`src/rtl/traffic_conflict_monitor.sv`:
```
// Independent safety monitor for the N/S/E/W light buses: latches a fault on bad codes,
// cross-axis conflicts, illegal sequences, short dwell or a stalled controller, and requests lamp flash.
module traffic_conflict_monitor #(
   parameter int unsigned MIN_GREEN  = 4,
   parameter int unsigned MIN_YELLOW = 2,
   parameter int unsigned MAX_STALE  = 64,
   parameter int unsigned FLASH_DIV  = 8
) (
   input  logic       clk,
   input  logic       rst,
   input  logic [1:0] north_both,
   input  logic [1:0] south_both,
   input  logic [1:0] east_both,
   input  logic [1:0] west_both,
   input  logic       clr,
   output logic       fault,
   output logic [2:0] fault_code,
   output logic [1:0] fault_dir,
   output logic       flash
);

   localparam int unsigned NUM_APP = 4;
   localparam int unsigned LIGHT_W = 2;
   localparam int unsigned CNT_W   = 8;
   localparam int unsigned CODE_W  = 3;
   localparam int unsigned DIR_W   = 2;

   localparam logic [LIGHT_W-1:0] L_RED     = 2'b00;
   localparam logic [LIGHT_W-1:0] L_YELLOW  = 2'b01;
   localparam logic [LIGHT_W-1:0] L_GREEN   = 2'b10;
   localparam logic [LIGHT_W-1:0] L_INVALID = 2'b11;

   localparam logic [CNT_W-1:0] CNT_MAX      = '1;
   localparam logic [CNT_W-1:0] MIN_GREEN_C  = CNT_W'(MIN_GREEN);
   localparam logic [CNT_W-1:0] MIN_YELLOW_C = CNT_W'(MIN_YELLOW);
   localparam logic [CNT_W-1:0] STALE_LAST   = CNT_W'(MAX_STALE - 1);
   localparam logic [CNT_W-1:0] FLASH_LAST   = CNT_W'(FLASH_DIV - 1);

   localparam logic [CODE_W-1:0] C_NONE     = 3'd0;
   localparam logic [CODE_W-1:0] C_INVALID  = 3'd1;
   localparam logic [CODE_W-1:0] C_CONFLICT = 3'd2;
   localparam logic [CODE_W-1:0] C_TRANS    = 3'd3;
   localparam logic [CODE_W-1:0] C_SHORT_G  = 3'd4;
   localparam logic [CODE_W-1:0] C_SHORT_Y  = 3'd5;
   localparam logic [CODE_W-1:0] C_STALL    = 3'd6;

   typedef enum logic {
      S_MONITOR = 1'b0,
      S_FAULT   = 1'b1
   } state_e;

   state_e state_q, state_d;

   logic [NUM_APP-1:0][LIGHT_W-1:0] cur;
   logic [NUM_APP-1:0][LIGHT_W-1:0] prev_q, prev_d;
   logic [NUM_APP-1:0][CNT_W-1:0]   dwell_q, dwell_d;
   logic [CNT_W-1:0]                stale_q, stale_d;
   logic [CNT_W-1:0]                flash_cnt_q, flash_cnt_d;
   logic                            flash_q, flash_d;
   logic [CODE_W-1:0]               code_q, code_d;
   logic [DIR_W-1:0]                dir_q, dir_d;

   logic [NUM_APP-1:0] changed;
   logic [NUM_APP-1:0] v_inv;
   logic [NUM_APP-1:0] v_trans;
   logic [NUM_APP-1:0] v_short_g;
   logic [NUM_APP-1:0] v_short_y;
   logic               conflict;
   logic [DIR_W-1:0]   conflict_dir;
   logic               stall;
   logic               viol;
   logic [CODE_W-1:0]  viol_code;
   logic [DIR_W-1:0]   viol_dir;
   logic               clear_ok;

   assign cur = {west_both, east_both, south_both, north_both};

   function automatic logic [DIR_W-1:0] first_idx(input logic [NUM_APP-1:0] v);
      first_idx = '0;
      for (int i = NUM_APP - 1; i >= 0; i--) begin
         if (v[i]) first_idx = DIR_W'(i);
      end
   endfunction

   // Per-approach violation detection against the previous sample and dwell count
   always_comb begin
      changed   = '0;
      v_inv     = '0;
      v_trans   = '0;
      v_short_g = '0;
      v_short_y = '0;
      for (int i = 0; i < NUM_APP; i++) begin
         changed[i]   = (cur[i] != prev_q[i]);
         v_inv[i]     = (cur[i] == L_INVALID);
         v_trans[i]   = changed[i] &&
                        !((prev_q[i] == L_RED    && cur[i] == L_GREEN)  ||
                          (prev_q[i] == L_GREEN  && cur[i] == L_YELLOW) ||
                          (prev_q[i] == L_YELLOW && cur[i] == L_RED));
         v_short_g[i] = changed[i] && (prev_q[i] == L_GREEN)  && (dwell_q[i] < MIN_GREEN_C);
         v_short_y[i] = changed[i] && (prev_q[i] == L_YELLOW) && (dwell_q[i] < MIN_YELLOW_C);
      end
      conflict     = ((cur[0] != L_RED) || (cur[1] != L_RED)) &&
                     ((cur[2] != L_RED) || (cur[3] != L_RED));
      conflict_dir = (cur[0] != L_RED) ? 2'd0 : 2'd1;
      stall        = !(|changed) && (stale_q >= STALE_LAST);
      clear_ok     = clr && !(|v_inv) && !conflict;
   end

   // Lowest code wins, then lowest approach index within that code
   always_comb begin
      viol      = 1'b1;
      viol_code = C_NONE;
      viol_dir  = '0;
      if (|v_inv) begin
         viol_code = C_INVALID;
         viol_dir  = first_idx(v_inv);
      end else if (conflict) begin
         viol_code = C_CONFLICT;
         viol_dir  = conflict_dir;
      end else if (|v_trans) begin
         viol_code = C_TRANS;
         viol_dir  = first_idx(v_trans);
      end else if (|v_short_g) begin
         viol_code = C_SHORT_G;
         viol_dir  = first_idx(v_short_g);
      end else if (|v_short_y) begin
         viol_code = C_SHORT_Y;
         viol_dir  = first_idx(v_short_y);
      end else if (stall) begin
         viol_code = C_STALL;
      end else begin
         viol = 1'b0;
      end
   end

   // Next-state and register updates
   always_comb begin
      state_d     = state_q;
      prev_d      = cur;
      dwell_d     = dwell_q;
      stale_d     = (|changed) ? '0 : ((stale_q == CNT_MAX) ? CNT_MAX : stale_q + 8'd1);
      flash_d     = flash_q;
      flash_cnt_d = flash_cnt_q;
      code_d      = code_q;
      dir_d       = dir_q;
      for (int i = 0; i < NUM_APP; i++) begin
         if (changed[i]) dwell_d[i] = 8'd1;
         else if (dwell_q[i] != CNT_MAX) dwell_d[i] = dwell_q[i] + 8'd1;
      end
      case (state_q)
         S_MONITOR: begin
            if (viol) begin
               state_d     = S_FAULT;
               code_d      = viol_code;
               dir_d       = viol_dir;
               flash_d     = 1'b1;
               flash_cnt_d = '0;
            end
         end
         S_FAULT: begin
            if (clear_ok) begin
               // Saturated dwell lets the first post-clear transition through
               state_d     = S_MONITOR;
               code_d      = C_NONE;
               dir_d       = '0;
               flash_d     = 1'b0;
               flash_cnt_d = '0;
               stale_d     = '0;
               dwell_d     = '1;
            end else if (flash_cnt_q >= FLASH_LAST) begin
               flash_d     = !flash_q;
               flash_cnt_d = '0;
            end else begin
               flash_cnt_d = flash_cnt_q + 8'd1;
            end
         end
         default: state_d = S_MONITOR;
      endcase
   end

   always_ff @(posedge clk or negedge rst) begin
      if (!rst) state_q <= S_MONITOR;
      else      state_q <= state_d;
   end

   always_ff @(posedge clk or negedge rst) begin
      if (!rst) begin
         prev_q      <= '0;
         dwell_q     <= '0;
         stale_q     <= '0;
         flash_q     <= 1'b0;
         flash_cnt_q <= '0;
         code_q      <= C_NONE;
         dir_q       <= '0;
      end else begin
         prev_q      <= prev_d;
         dwell_q     <= dwell_d;
         stale_q     <= stale_d;
         flash_q     <= flash_d;
         flash_cnt_q <= flash_cnt_d;
         code_q      <= code_d;
         dir_q       <= dir_d;
      end
   end

   assign fault      = (state_q == S_FAULT);
   assign fault_code = code_q;
   assign fault_dir  = dir_q;
   assign flash      = flash_q;

endmodule

```
`config.mk`:
```
export PLATFORM = sky130hd
export DESIGN_NAME = traffic_conflict_monitor
export DESIGN_NICKNAME = d
export VERILOG_FILES = /design/src/rtl/traffic_conflict_monitor.sv
export SDC_FILE = /design/constraint.sdc
export NUM_CORES = 1
export LEC_CHECK = 0
export ABC_CLOCK_PERIOD_IN_PS = 5200
export CORE_ASPECT_RATIO = 0.5
export CORE_MARGIN = 3
export CORE_UTILIZATION = 40
export CTS_CLUSTER_DIAMETER = 30
export DETAILED_ROUTE_END_ITERATION = 8
export GPL_TIMING_DRIVEN = 0
export PLACE_DENSITY_LB_ADDON = 0.12
export SKIP_CTS_REPAIR_TIMING = 1
export SYNTH_ARGS = -nofsm -noshare
export SYNTH_HDL_FRONTEND = slang
export SYNTH_SLANG_ARGS = --single-unit
```
`constraint.sdc`:
```
create_clock -name clk -period 5.2 [get_ports clk]
set_input_delay 1.04 -clock clk [delete_from_list [all_inputs] [get_ports clk]]
set_output_delay 1.04 -clock clk [all_outputs]
set_load 0.02 [all_outputs]
```
==> reports/metrics.csv, run 1 <==
metric;value;unit
outcome;finished clean;
final_common_cell;dfrtp_1;
grt_pass1_wl;13700;um
required;5.42;ns
synth_cell_type_count;53;
fp-row-count;23;
clkTransAtPathRegs;0.05;ns
cap_violations;0;
crit_start;north_both[0];
antenna_left;0;
cts.sinks;63;
vdd_drop_max;189;uV
finClkSkew;0.00443;ns
hold_viol;0;
die_y;72.1;um
wirelength;8030;um
finish.net_count;413;
timing.setup.tns;0;ns
yosys_warnings;0;
rrSetupSlack;2.12;ns
drc;0;
async_reset_ff_frac;1.00;
first_iter_violations;242;
mostFrequentLayoutCells;63 x dfrtp_1, 49 x o21ai_0, 27 x nand3_1;
vias;2840;
max_freq;251;MHz
overflow;0;
cts_max_level;3;
drive_above_1_share;0.0873;
cts_buffers;9;
synth_top_family_by_area;simple AND/OR/NAND/NOR gates;
worst-endpoint-arrival;4.20;ns
start_kind;input pin;
crit_fanout;8;
worstSetupPathType;input pin to flop;
final_cells;513;
first_global_vias;2737;
synth_area_leaders;dfrtp_1 45%, o21ai_0 7.0%, xnor2_1 4.0%, nand3_1 3.9%, nand2_1 2.3%;
setup_viol;0;
routedWlPerCell;15.6;um
io-pin-count;18;
first_pass_iters;4;
critPathCapture;flash;
rsz0062_at_grt;no;
maxSlewHeadroom;0.472;
period_needed;3.98;ns
ys_ff_latch;63;
syn-num-nets;385;
n_antenna_cell;0;
area_delta_synth_final;17.2;%
hold_class;flop to flop;
period_share;0.765;
reg2reg_depth;7;
worst_skew_pair.late_latency;0.33;ns
synthCells;368;
reg2reg_from;prev_q[1];
cts_tree;built;
synth_edf_count;0;
post-place-ws;0.867;ns
final-max-slew-violation-count;0;
min_from;fault_code[0];
r2r_end;flash;
grt_start_max_net_pins;64;
synth_top_area_share;0.451;
place.gp.congestion;0.915;
ctsRootBufferMaster;clkbuf_16;
synth_xor_area_frac;0.0601;
io_buffers;17;
synth_area_per_cell;9.50;um2
synth_compound_area_frac;0.185;
synth_mux_area_frac;0.0265;
routed_via_density;5.54;
yosys.area.top_type;dfrtp_1;
end_kind;flop;
power_leakage;1.71;nW
synth-seq-area-share;0.451;
grt_util_all_layers;0.171;
worst_slew_pin_slew;0.792;ns
post-dp-hpwl;5650;um
synth_fa_ha_area_frac;0.0215;
worst_slack;1.22;ns
antenna_found_initial;0;
ys.flop_type;dfrtp_1;
synthSimpleGateAreaFrac;0.237;
dp.cells;497;
p_per_area;343;mW/mm2
die-area;0.00997;mm2
synth_area;0.00350;mm2
start_util;0.425;
die_w;138;um
core;0.00823;mm2
clockBufferDepth;2;
[stage by stage]
step	hold WS (ns)	area, um2	total power [W]	utilization
after floorplan	0.451	3500	0.000742	-
after global placement	0.473	3810	0.000830	0.463
after detailed placement	0.477	3800	0.000835	0.462
after CTS	0.503	4100	0.00142	0.498
after global routing	0.518	4100	0.00148	0.498
final	0.495	4100	0.00141	0.498
[cells by family (layout without fill, tap and decap cells)]
family	Yosys count	count (layout)
compound gates	101	101
simple gates	148	148
mux	9	9
fa+ha+maj	6	6
xor+xnor	24	24
flops	63	63
buf+inv	17	50
[layout make-up]
cell class	count	area [um2]
clock inverter	3	15.0
fill	790	4130
sequential	63	1580
clock buffer	13	280
buffer	11	45.0
multi-input combinational	288	1850
tap	112	140
inverter	6	22.5
timing repair buffer	17	168
[worst min path at each step]
stage | end | slack [ns] | cells after the start
3_5_place_dp | fault_code[1] | 0.48 | 1
2_1_floorplan | stale_q[0] | 0.45 | 1
4_1_cts | fault_code[0] | 0.50 | 1
3_3_place_gp | stale_q[0] | 0.47 | 1
6_report | fault_code[0] | 0.49 | 1
5_1_grt | fault_code[0] | 0.52 | 1
[Yosys cell counts (3+ instances only)]
library cell and count:
and3_1 12, ha_1 6, mux2i_1 7, buf_2 3, nand4_1 11, o21ai_0 49, nand3b_1 3, o211ai_1 4
o31ai_1 4, xor2_1 8, nor3b_1 4, and2_1 4, nand2b_1 6, nand2_1 21, dfrtp_1 63, or2_2 6
clkbuf_1 8, o2bb2ai_1 3, nor2b_1 8, a22o_1 4, a21oi_1 12, or4_1 6, xnor2_1 16, nor2_1 21
nor4_1 3, nand3_1 27, o21a_1 4, nor3_1 5, inv_1 6, a31oi_1 5
[critical path, stage by stage]
cell and delay [ns]:
clkdlybuf4s50_1 0.47, clkbuf_1 0.29, xnor2_1 0.27, nand2_1 0.30, nor4_1 0.42, o21ai_0 0.38
and4b_4 0.32, nor2_1 0.32, mux2_2 0.37
[sequential cells by signal (all words and copies together) (netlist names)]
register / flops
flash: 1
fault: 1
flash_cnt_q: 8
dwell_q: 32
fault_code: 3
prev_q: 8
fault_dir: 2
stale_q: 8
[report_power, final]
part	total (W)	switching [W]	internal, W
combinational	0.000250	0.000136	0.000114
clock	0.000580	0.000209	0.000372
sequential	0.000577	0.0000414	0.000536
[layer usage]
metal  track usage  part of all wire  up-vias
li1              -                 -     1422
met5             0                 0        -
met1         0.244              0.54     1371
met3        0.0461             0.033        8
met2         0.252              0.42       39
met4        0.0591            0.0098        0
No activity file was read; power rests on OpenSTA's default activity.
==> inputs of run 2 (changes only) <==
- ABC_CLOCK_PERIOD_IN_PS: 5200 -> 3900
- clock period: 5.2 -> 3.9 ns (I/O delays scaled with it)
==> run 2 against run 1 <==
- clock power up 33%
- sequential share of layout area down 0.059 points
- global-route usage unchanged
- non-clock buffer count unchanged
- via count up 1.5%
- critical endpoint unchanged
- largest cell class unchanged
- highest routed layer unchanged
==> reports/metrics.csv, run 2 (synthesized netlist as in run 1, its figures left out) <==
metric;value;unit;change
p_per_area;457;mW/mm2;+33%
worstPathCellList;clkdlybuf4s50_1 > clkbuf_1 > xnor2_1 > nand2_1 > nor4_2 > o21ai_0 > and4b_4 > nor2_1 > mux2_2;;
rsz0062_at_grt;no;;
antenna_left;0;;unchanged
hold_viol;0;;unchanged
power_leakage;1.71;nW;about the same
required;4.12;ns;-1.30 ns
final_common_cell;dfrtp_1;;
worst_slew_pin_slew;0.792;ns;-0.000863 ns
period_share;0.908;;
r2r_end;flash;;
holdPathEnd;fault_code[0];;
final-max-slew-violation-count;0;;unchanged
worst_skew_pair.late_latency;0.33;ns;about the same
worst-endpoint-arrival;3.76;ns;-0.44 ns
die-area;0.00997;mm2;unchanged
io_buffers;17;;unchanged
drc;0;;unchanged
routed_via_density;5.62;;+1.5%
fp-row-count;23;;unchanged
cts_buffers;9;;unchanged
power_frac_comb;0.178;;about the same
timing.setup.tns;0;ns;unchanged
p_seq_frac;0.410;;about the same
critical-path-slowest-cell;clkdlybuf4s50_1;;
core;0.00823;mm2;unchanged
path_delay_family;simple AND/OR/NAND/NOR gates;;
post-dp-hpwl;5650;um;unchanged
reg2reg_depth;7;;unchanged
p_sw_frac;0.275;;+0.000412
worstSetupPathType;input pin to flop;;
vdd_drop_max;253;uV;+33%
clkPwrFrac;0.412;;about the same
ctsRootBufferMaster;clkbuf_16;;
hold_class;flop to flop;;
crit_buf_inv;2;;unchanged
setup_viol;0;;unchanged
n_antenna_cell;0;;unchanged
finish.net_count;413;;unchanged
clkTransAtPathRegs;0.05;ns;about the same
maxSlewHeadroom;0.472;;+0.000575
largest_reg_flops;32;;unchanged
io-pin-count;18;;unchanged
cts_max_level;3;;unchanged
clockBufferDepth;2;;unchanged
cts.sinks;63;;unchanged
wirelength;8030;um;about the same
first_global_vias;2737;;unchanged
critPathMaxStageDelay;0.48;ns;about the same
crit_fanout;8;;unchanged
max_freq;282;MHz;
p_sw;0.000516;W;+34%
period_needed;3.54;ns;
die_y;72.1;um;unchanged
grt-busiest-layer;met2;;
drive_above_1_share;0.0898;;+0.00249
largest_register;dwell_q;;
outcome;finished clean;;
overflow;0;;unchanged
routedWlPerCell;15.7;um;about the same
end_kind;flop;;
grt_pass1_wl;13700;um;unchanged
grt_start_max_net_pins;64;;unchanged
first_iter_violations;246;;+1.7%
rrSetupSlack;1.02;ns;-1.10 ns
vias;2883;;+1.5%
reg2reg_from;prev_q[1];;
grtUsageMet3;0.0461;;unchanged
place.gp.congestion;0.915;;unchanged
cts_tree;built;;
area_delta_synth_final;17.4;%;
die_w;138;um;unchanged
start_kind;input pin;;
cap_violations;0;;unchanged
grt_util_all_layers;0.171;;unchanged
first_pass_iters;4;;unchanged
antenna_found_initial;0;;unchanged
use_met2;0.252;;unchanged
min_from;fault_code[0];;
met1_usage;0.244;;unchanged
start_util;0.425;;unchanged
total_power;0.00188;W;+33%
finClkSkew;0.00447;ns;+0.0000424 ns
mostFrequentLayoutCells;63 x dfrtp_1, 49 x o21ai_0, 27 x nand3_1;;
internal_power;0.00136;W;+33%
hold_depth;1;;unchanged
-- run 2: layout make-up --
cell class	instances	area, um2
flip-flops and latches	63	1580
fillers	788	4120
plain buffers	11	45.0
repair buffers	17	168
clock buffers	13	280
clock inverters	3	15.0
multi-input cells	288	1860
inverters	6	22.5
well taps	112	140
-- run 2: metal layers --
layer	vias up	part of all wire
met5	-	0
met4	0	0.014
met2	49	0.42
li1	1423	-
met3	11	0.038
met1	1400	0.53
-- run 2: worst reg2reg max path: stages, from the launching register on --
cell and delay [ns]:
dfrtp_1 0.46, xnor2_1 0.38, nand2_1 0.32, nor4_2 0.30, o21ai_0 0.31, and4b_4 0.30
nor2_1 0.32, mux2_2 0.38
-- run 2: per-stage QoR --
step / instances / hold slack, ns / cell area (um2) / utilization / setup slack (ns)
finish: 513 / 0.495 / 4110 / 0.499 / 0.359
global route: 513 / 0.518 / 4110 / 0.499 / 0.111
CTS: 513 / 0.503 / 4100 / 0.498 / 0.158
detailed placement: 497 / 0.477 / 3800 / 0.462 / -0.173
global placement: 497 / 0.473 / 3810 / 0.463 / -0.103
floorplan: 368 / 0.451 / 3500 / - / 0.978
-- run 2: power by group through the flow --
stage	sequential (W)	clock, W	combinational (W)
3_5_place_dp	0.000779	0	0.000334
3_3_place_gp	0.000777	0	0.000329
2_1_floorplan	0.000786	0	0.000203
4_1_cts	0.000769	0.000792	0.000336
6_report	0.000770	0.000774	0.000335
5_1_grt	0.000778	0.000817	0.000379
-- run 2: worst max path at each step --
| stage | startpoint | to | slack (ns) | cells after the start |
|---|---|---|---|---|
| CTS | north_both[0] | flash | 0.16 | 9 |
| global placement | north_both[0] | flash | -0.10 | 9 |
| finish | west_both[1] | flash | 0.36 | 9 |
| global route | west_both[1] | flash | 0.11 | 9 |
| detailed placement | north_both[0] | flash | -0.17 | 9 |
| floorplan | north_both[0] | flash_cnt_q[6] | 0.98 | 9 |
==> inputs of run 3 (changes only) <==
- DONT_BUFFER_PORTS: not set -> 1
==> run 3 against run 2 <==
- flip-flop and latch count is the same
- worst hold slack lost 0.34 ns
- largest power group unchanged
- cell count shrank 3.5%
- critical path depth shrank 1
- combinational power shrank 24%
- die area is the same
- register-to-register slack lost 0.13 ns
- first-iteration DRC count shrank 0.41%
- wire length grew 1.2%
- clock-buffer cell count shrank 2
- critical endpoint unchanged
- sequential power grew 3.5%
==> reports/metrics.csv, run 3 (synthesized netlist as in run 1, its figures left out) <==
metric;value;unit;change
cts_tree;built;;
cts_max_level;3;;unchanged
io_buffers;0;;-17
mostFrequentLayoutCells;63 x dfrtp_1, 49 x o21ai_0, 27 x nand3_1;;
period_needed;3.24;ns;-0.304 ns
first_iter_violations;245;;-0.41%
die_y;72.1;um;unchanged
post-dp-hpwl;5830;um;+3.2%
core;0.00823;mm2;unchanged
drive_above_1_share;0.0862;;-0.00361
clockBufferDepth;2;;unchanged
r2r_end;flash;;
cts.sinks;63;;unchanged
period_share;0.830;;-0.0780
start_util;0.425;;unchanged
end_kind;flop;;
largest_reg_flops;32;;unchanged
die-area;0.00997;mm2;unchanged
outcome;finished clean;;
overflow;0;;unchanged
final_common_cell;dfrtp_1;;
rsz0062_at_grt;no;;
io-pin-count;18;;unchanged
worst-endpoint-arrival;3.45;ns;-0.31 ns
power_frac_comb;0.138;;-0.040
cap_violations;0;;unchanged
grt_pass1_wl;13900;um;+1.4%
grt_start_max_net_pins;64;;unchanged
internal_power;0.00135;W;-0.62%
largest_register;dwell_q;;
max_freq;309;MHz;+9.4%
wirelength;8130;um;+1.2%
antenna_found_initial;0;;unchanged
hold_class;input pin to asynchronous set/reset pin;;
place.gp.congestion;0.922;;+0.78%
maxSlewHeadroom;0.558;;+0.0856
drc;0;;unchanged
met1_usage;0.236;;-0.00817
vias;2877;;-0.21%
p_seq_frac;0.430;;+0.020
vdd_drop_max;311;uV;+23%
p_sw;0.000502;W;-2.7%
total_power;0.00186;W;-1.2%
hold_viol;0;;unchanged
cts_buffers;9;;unchanged
n_antenna_cell;0;;unchanged
die_w;138;um;unchanged
grt-busiest-layer;met2;;
clkTransAtPathRegs;0.05;ns;about the same
antenna_left;0;;unchanged
rrSetupSlack;0.89;ns;-0.13 ns
power_leakage;1.64;nW;-3.9%
ctsRootBufferMaster;clkbuf_16;;
fp-row-count;23;;unchanged
setup_viol;0;;unchanged
reg2reg_depth;7;;unchanged
start_kind;input pin;;
p_sw_frac;0.270;;-0.00418
required;4.11;ns;about the same
area_delta_synth_final;12.5;%;
finClkSkew;0.00483;ns;+0.000366 ns
worst_skew_pair.late_latency;0.32;ns;about the same
routed_via_density;5.81;;+3.4%
grtUsageMet3;0.0599;;+0.0138
clkPwrFrac;0.432;;+0.020
finish.net_count;396;;-4.1%
timing.setup.tns;0;ns;unchanged
first_global_vias;2723;;-0.51%
worstSetupPathType;input pin to flop;;
first_pass_iters;4;;unchanged
grt_util_all_layers;0.173;;+0.00195
final-max-slew-violation-count;0;;unchanged
routedWlPerCell;16.4;um;+4.9%
crit_fanout;8;;unchanged
worst_slew_pin_slew;0.656;ns;-0.135 ns
p_per_area;472;mW/mm2;+3.1%
use_met2;0.265;;+0.0130
reg2reg_from;prev_q[1];;
## run 3: cell count changes in the layout (fill, tap and decap cells not counted), sizes merged
cell and delta:
buf -1, clkbuf -2, bufinv +1, clkdlybuf4s50 -16
## run 3: per-layer routing
| layer | part of all wire | vias up | wire (um) |
|---|---|---|---|
| li1 | - | 1393 | - |
| met1 | 0.51 | 1409 | 4110 |
| met2 | 0.43 | 64 | 3510 |
| met3 | 0.053 | 11 | 428 |
| met4 | 0.0096 | 0 | 78 |
| met5 | 0 | - | 0 |
## run 3: critical path, stage by stage
cell and delay, ns:
clkbuf_1 0.17, xnor2_1 0.42, nand2_1 0.30, nor4_1 0.39
o21ai_0 0.37, and4b_4 0.32, nor2_1 0.31, mux2_2 0.38
## run 3: worst max-delay path by stage
stage | from | end | slack [ns] | cells after the start
after detailed placement | north_both[0] | flash | 0.32 | 8
final | north_both[0] | flash | 0.66 | 8
after CTS | north_both[0] | flash | 0.65 | 8
after floorplan | north_both[0] | flash_cnt_q[6] | 0.98 | 9
after global placement | north_both[0] | flash | 0.37 | 8
after global routing | east_both[1] | flash | 0.44 | 9
## run 3: through the flow
stage	worst slack, ns	hold WS [ns]	util	cell area (um2)	instances
after global routing	0.437	0.125	0.478	3940	495
final	0.663	0.150	0.478	3940	495
after global placement	0.372	0.471	0.442	3640	480
after CTS	0.654	0.138	0.478	3940	495
after floorplan	0.978	0.451	-	3500	368
after detailed placement	0.319	0.487	0.442	3640	480
## run 3: layout make-up
class	instances	area, um2
well taps	112	140
multi-input cells	288	1850
flip-flops and latches	63	1580
plain buffers	11	45.0
clock inverters	4	45.0
clock buffers	11	253
inverters	6	22.5
fillers	816	4300
## run 3: power groups by stage
stage                     sequential (W)  combinational, W  clock, W
final                           0.000797          0.000256  0.000802
after CTS                       0.000797          0.000259  0.000817
after detailed placement        0.000808          0.000256         0
after global placement          0.000804          0.000246         0
after global routing            0.000807          0.000291  0.000852
after floorplan                 0.000786          0.000203         0
